File: src/rtl/matrix_operand_responder.sv
`default_nettype none
// +------------------------------------------------------------------------+
// | Module : matrix_operand_responder                                      |
// | Operand/result responder for a sequential matrix multiplier: holds A/B |
// | loaded from a host stream, captures results into C, then streams C.    |
// | Optional: MATRIX_RESP_COUNT_CHECK_EN adds the err capture-count flag.  |
// | Rev    : 1.0                                                           |
// +------------------------------------------------------------------------+
module matrix_operand_responder #(
    parameter int M  = 4,
    parameter int DW = 32,
    localparam int IW = $clog2(M)
) (
    input  logic          clk,
    input  logic          rst,
    input  logic          ld_valid,
    output logic          ld_ready,
    input  logic [DW-1:0] ld_data,
    output logic          mul_start,
    input  logic          mul_done,
    input  logic [IW-1:0] a_i,
    input  logic [IW-1:0] a_j,
    output logic [DW-1:0] a_in,
    input  logic [IW-1:0] b_i,
    input  logic [IW-1:0] b_j,
    output logic [DW-1:0] b_in,
    input  logic [DW-1:0] z_out,
    input  logic [IW-1:0] z_i,
    input  logic [IW-1:0] z_j,
    input  logic          z_stb,
    output logic          z_ack,
    output logic          rd_valid,
    input  logic          rd_ready,
    output logic [DW-1:0] rd_data,
    output logic          busy
`ifdef MATRIX_RESP_COUNT_CHECK_EN
    ,
    output logic          err
`endif
);

    localparam int            CW     = $clog2(M*M*M+1);
    localparam logic [IW:0]   C_M    = (IW+1)'(M);
    localparam logic [IW-1:0] C_LAST = IW'(M-1);

    typedef enum logic [2:0] {
        S_LOAD_A = 3'd0,
        S_LOAD_B = 3'd1,
        S_START  = 3'd2,
        S_RUN    = 3'd3,
        S_DRAIN  = 3'd4
    } state_t;

    state_t        r_state;
    logic [IW-1:0] r_row;
    logic [IW-1:0] r_col;
    logic          r_ld_ready;
    logic          r_mul_start;
    logic          r_z_ack;
    logic          r_rd_valid;
    logic [DW-1:0] r_rd_data;
    logic          r_busy;
    logic [CW-1:0] r_cap;

    logic [DW-1:0] r_a [M][M];
    logic [DW-1:0] r_b [M][M];
    logic [DW-1:0] r_c [M][M];

    logic          w_a_ok;
    logic          w_b_ok;
    logic          w_z_ok;
    logic          w_ld_fire;
    logic          w_z_fire;
    logic          w_rd_fire;
    logic          w_last;
    logic [IW-1:0] w_row_nxt;
    logic [IW-1:0] w_col_nxt;
    logic [CW-1:0] w_cap_nxt;
    logic [DW-1:0] w_c00;

    assign w_a_ok    = ({1'b0, a_i} < C_M) && ({1'b0, a_j} < C_M);
    assign w_b_ok    = ({1'b0, b_i} < C_M) && ({1'b0, b_j} < C_M);
    assign w_z_ok    = ({1'b0, z_i} < C_M) && ({1'b0, z_j} < C_M);
    assign a_in      = w_a_ok ? r_a[a_i][a_j] : '0;
    assign b_in      = w_b_ok ? r_b[b_i][b_j] : '0;

    assign w_ld_fire = ld_valid && r_ld_ready && (r_state == S_LOAD_A || r_state == S_LOAD_B);
    assign w_z_fire  = (r_state == S_RUN) && z_stb && !r_z_ack;
    assign w_rd_fire = (r_state == S_DRAIN) && r_rd_valid && rd_ready;
    assign w_last    = (r_row == C_LAST) && (r_col == C_LAST);
    assign w_col_nxt = (r_col == C_LAST) ? '0 : r_col + 1'b1;
    assign w_row_nxt = (r_col == C_LAST) ? r_row + 1'b1 : r_row;
    assign w_cap_nxt = (r_cap == '1) ? r_cap : r_cap + 1'b1;
    // A capture landing on the S_DRAIN entry edge must be visible in the first word
    assign w_c00     = (w_z_fire && w_z_ok && z_i == '0 && z_j == '0) ? z_out : r_c[0][0];

    assign ld_ready  = r_ld_ready;
    assign mul_start = r_mul_start;
    assign z_ack     = r_z_ack;
    assign rd_valid  = r_rd_valid;
    assign rd_data   = r_rd_data;
    assign busy      = r_busy;

`ifdef MATRIX_RESP_COUNT_CHECK_EN
    localparam logic [CW-1:0] C_FULL = CW'(M*M*M);
    logic          r_err;
    logic [CW-1:0] w_cap_after;
    assign w_cap_after = w_z_fire ? w_cap_nxt : r_cap;
    assign err         = r_err;

    always_ff @(posedge clk or negedge rst) begin
        if (!rst) begin
            r_err <= 1'b0;
        end else if (r_state == S_START) begin
            r_err <= 1'b0;
        end else if (r_state == S_RUN && mul_done) begin
            r_err <= (w_cap_after != C_FULL);
        end
    end
`endif

    // Matrix storage carries no reset; contents are only meaningful after a load
    always_ff @(posedge clk) begin
        if (w_ld_fire && r_state == S_LOAD_A) begin
            r_a[r_row][r_col] <= ld_data;
        end
        if (w_ld_fire && r_state == S_LOAD_B) begin
            r_b[r_row][r_col] <= ld_data;
        end
        if (r_state == S_START) begin
            for (int i = 0; i < M; i++) begin
                for (int j = 0; j < M; j++) begin
                    r_c[i][j] <= '0;
                end
            end
        end else if (w_z_fire && w_z_ok) begin
            r_c[z_i][z_j] <= z_out;
        end
    end

    always_ff @(posedge clk or negedge rst) begin
        if (!rst) begin
            r_state     <= S_LOAD_A;
            r_row       <= '0;
            r_col       <= '0;
            r_ld_ready  <= 1'b0;
            r_mul_start <= 1'b0;
            r_z_ack     <= 1'b0;
            r_rd_valid  <= 1'b0;
            r_rd_data   <= '0;
            r_busy      <= 1'b0;
            r_cap       <= '0;
        end else begin
            r_mul_start <= 1'b0;
            r_z_ack     <= 1'b0;
            case (r_state)
                S_LOAD_A: begin
                    r_ld_ready <= 1'b1;
                    if (w_ld_fire) begin
                        r_row <= w_row_nxt;
                        r_col <= w_col_nxt;
                        if (w_last) begin
                            r_row   <= '0;
                            r_col   <= '0;
                            r_state <= S_LOAD_B;
                        end
                    end
                end
                S_LOAD_B: begin
                    r_ld_ready <= 1'b1;
                    if (w_ld_fire) begin
                        r_row <= w_row_nxt;
                        r_col <= w_col_nxt;
                        if (w_last) begin
                            r_row       <= '0;
                            r_col       <= '0;
                            r_ld_ready  <= 1'b0;
                            r_mul_start <= 1'b1;
                            r_busy      <= 1'b1;
                            r_state     <= S_START;
                        end
                    end
                end
                S_START: begin
                    r_cap   <= '0;
                    r_state <= S_RUN;
                end
                S_RUN: begin
                    if (w_z_fire) begin
                        r_z_ack <= 1'b1;
                        r_cap   <= w_cap_nxt;
                    end
                    if (mul_done) begin
                        r_row      <= '0;
                        r_col      <= '0;
                        r_busy     <= 1'b0;
                        r_rd_valid <= 1'b1;
                        r_rd_data  <= w_c00;
                        r_state    <= S_DRAIN;
                    end
                end
                S_DRAIN: begin
                    if (w_rd_fire) begin
                        if (w_last) begin
                            r_row      <= '0;
                            r_col      <= '0;
                            r_rd_valid <= 1'b0;
                            r_ld_ready <= 1'b1;
                            r_state    <= S_LOAD_A;
                        end else begin
                            r_row     <= w_row_nxt;
                            r_col     <= w_col_nxt;
                            r_rd_data <= r_c[w_row_nxt][w_col_nxt];
                        end
                    end
                end
                default: begin
                    r_state    <= S_LOAD_A;
                    r_ld_ready <= 1'b0;
                    r_rd_valid <= 1'b0;
                    r_busy     <= 1'b0;
                end
            endcase
        end
    end

endmodule
`default_nettype wire

File: config.mk
export PLATFORM = sky130hd
export DESIGN_NAME = matrix_operand_responder
export DESIGN_NICKNAME = d
export VERILOG_FILES = /design/src/rtl/matrix_operand_responder.sv
export SDC_FILE = /design/constraint.sdc
export NUM_CORES = 2
export LEC_CHECK = 0
export ABC_AREA = 1
export BUFFER_PORTS_ARGS = -buffer_cell sky130_fd_sc_hd__buf_2
export CAP_MARGIN = 15
export CORE_MARGIN = 4
export CORE_UTILIZATION = 35
export CTS_BUF_LIST = sky130_fd_sc_hd__clkbuf_16
export DETAILED_ROUTE_END_ITERATION = 6
export SLEW_MARGIN = 15
export SYNTH_ARGS = -nofsm -noshare
export SYNTH_HDL_FRONTEND = slang
export SYNTH_SLANG_ARGS = --single-unit
export TNS_END_PERCENT = 30
File: constraint.sdc
create_clock -name clk -period 4.7 [get_ports clk]
set_input_delay 0.235 -clock clk [delete_from_list [all_inputs] [get_ports clk]]
set_output_delay 0.235 -clock clk [all_outputs]
set_load 0.01 [all_outputs]
==> results.yml <==
worst_setup_path:
  crit_type: "reg -> reg"
  end_kind: "flip-flop"
  path_cells: "nor2_1 > inv_1 > nor2_1 > clkinv_1 > nand2_2 > buf_4"
  cp_slowest_stage_delay_ns: 1.14
  cp_slowest_cell: "nand2_2"
  crit_required_ns: 5.20
  critPathLaunchType: "flip-flop"
  critical_path_arrival_ns: 3.97
  path_max_fanout: 21
  cpMostUsedCell: "nor2_1"
logic_synthesis:
  yosysUniqueCellTypes: 33
  postSynthAreaPerCell_um2: 11.6
  synth_top_area_share: 0.677
  synth_most_common_cell: "edfxtp_1"
  netlist_area_mm2: 0.0681
  ys_top_cells_by_area: "edfxtp_1 68%, nand3_1 5.1%, inv_1 4.6%, mux2i_1 3.8%, nand2_1 3.5%"
  synthArstFlopShare: 0.0278
  synth_edf_count: 1536
  synth_area_leader_cell: "edfxtp_1"
  ys_ff_latch: 1580
  syn-num-nets: 5940
  seq_area_frac_synth: 0.693
  ys_warn_count: 0
  synth_cells: 5850
  synth_ff_type: "edfxtp_1"
  synthTopCellsByCount: "1536 x edfxtp_1, 827 x inv_1, 695 x nand3_1, 640 x nand2_1, 526 x nor2_1"
timing:
  drv_slew: 0
  worst_clock_skew_ns: 0.0356
  fin_crit_sh: 0.738
  worst_slew_pin_slew_ns: 1.16
  period_needed_ns: 3.47
  rsz0062_at_grt: "no"
  fin_tns_setup_ns: 0
  hold_ws_ns: 0.173
  clock.fmax_ghz: 0.288
  setup_violations: 0
  finalHoldViolCount: 0
  slew_headroom: 0.223
route:
  first_pass_iters: 6
  wl_per_cell_um: 22.9
  drc: 0
  drt_iter0_markers: 4673
  vias: 45300
  drt-total-wl_um: 198000
  antenna_left: 0
  vias_per_cell: 5.24
finish:
  fin_util: 0.402
  postLayoutCellArea_mm2: 0.0775
  drive_gt1_frac: 0.0964
  area_delta_synth_final_pct: 13.8
  layout.nets: 6081
global_routing:
  grt_max_degree: 155
  grt_pass1_vias: 44300
  grt_first_pass_wirelength_um: 290000
  grt_util_all_layers: 0.190
  antenna_found_initial: 2
  grt-ovfl-total: 0
flow_run:
  maxCapViolations: 0
floorplanning:
  initial_core_util: 0.353
  die_w_um: 449
  core_mm2: 0.193
  top_level_ports: 183
  dieArea_mm2: 0.202
  die_height_um: 449
  row_count: 161
clocking:
  cts_setup_buffers: 0
  cts.clk_slew.worst_paths_ns: 0.06
  clockBufferDepth: 3
  cts_root_buf: "clkbuf_16"
  cts_buffers: 166
  cts_tree: "built"
  clock_latency_ns: 0.80
  clock_sinks: 1580
  cts.htree.levels: 4
placement:
  port_buffers: 182
  dpl_cell_area_mm2: 0.0718
  post-dp-hpwl_um: 107000
  place.gp.congestion: 0.826
pwr:
  ir_drop_v: 0.000576
  p_total_mw: 37.5
  power_per_cell_area_mw_per_mm2: 484
  p_leak_nw: 29.9
run_status:
  status: "completed"
worst_hold_path:
  hp-class: "in -> reg"
-- path summary, 6_finish.rpt --
kind | slack, ns | start | cells past startpoint | end
worst max register to register | 1.23 | r_state[0] | 6 | r_c[2][122]
worst max-delay path | 1.23 | r_state[0] | 6 | r_c[2][122]
worst min register to register | 0.48 | rd_data[29] | 2 | rd_data[29]
min in group asynchronous | 0.24 | rst | 3 | rd_data[20]
max in group asynchronous | 3.79 | rst | 3 | r_state[2]
worst min-delay path | 0.17 | rd_ready | 5 | ld_ready
-- critical path: cells and delay by family (launching register included) --
| kind | cells | cell delay [ns] |
|---|---|---|
| and+or+nand+nor | 3 | 1.49 |
| DFF | 1 | 0.42 |
| buffers and inverters | 3 | 1.24 |
-- what timing repair did --
| action | 4_1_cts | 5_1_grt |
|---|---|---|
| endpoints found under the hold margin | 1225 | 0 |
| hold buffers | 69 | 0 |
| resized for setup | 0 | 0 |
-- registers in the layout, indices dropped and copies added (netlist names) --
register	cells
r_c	512
r_row	2
r_a	512
z_ack	1
r_col	2
rd_valid	1
r_b	512
ld_ready	1
mul_start	1
r_state	3
busy	1
rd_data	32
-- routing by layer --
layer,part of all wire,vias to the layer above,GRT usage
li1,-,20500,-
met1,0.41,22500,0.247
met2,0.49,1921,0.321
met3,0.074,383,0.0311
met4,0.034,0,0.0674
met5,0,-,0
-- metrics by stage --
step                      instances  setup slack (ns)
after floorplan                5850              1.80
after global placement         8280              1.35
after detailed placement       8280              1.26
after CTS                      8644              1.25
after global routing           8645              1.06
final                          8645              1.23
-- report_power, final --
part	internal, mW	total [mW]	switching, mW
clock network	6.70	12.2	5.48
logic	2.29	8.70	6.41
registers	16.4	16.6	0.267
total	25.4	37.5	12.2
-- cell type report --
type	count	area (um2)
Fill cell	18100	115000
Sequential cell	1580	47200
Multi-Input combinational cell	3032	16200
Clock buffer	168	4200
Inverter	839	3160
Tap cell	2526	3160
Timing Repair Buffer	372	2740
Clock inverter	127	791
Antenna cell	1	2.50
-- logic make-up (layout without fill, tap and decap cells) --
kind of cell	count (synthesis)	in the layout	share of synthesized area
AO/OA/AOI/OAI	861	861	0.0735
adder cells (fa/ha/maj)	8	8	0.00147
buffers and inverters	1238	1506	0.0737
flip-flops	1580	1580	0.693
multiplexers	257	257	0.0378
other	0	1	0
AND/OR/NAND/NOR	1906	1906	0.121
-- placed cells by master (no fill, tap or decap), types with 44 or more instances in the layout --
cell type and n:
o21ai_0 314, clkbuf_16 168, a21oi_1 256, mux2i_1 256, o211ai_1 256, dfrtp_1 44, nand3_1 695, edfxtp_1 1536
buf_2 176, dlygate4sd3_1 69, nand2_1 622, inv_1 872, buf_4 109, nor2_1 493
(Power assumes the default switching activity.)
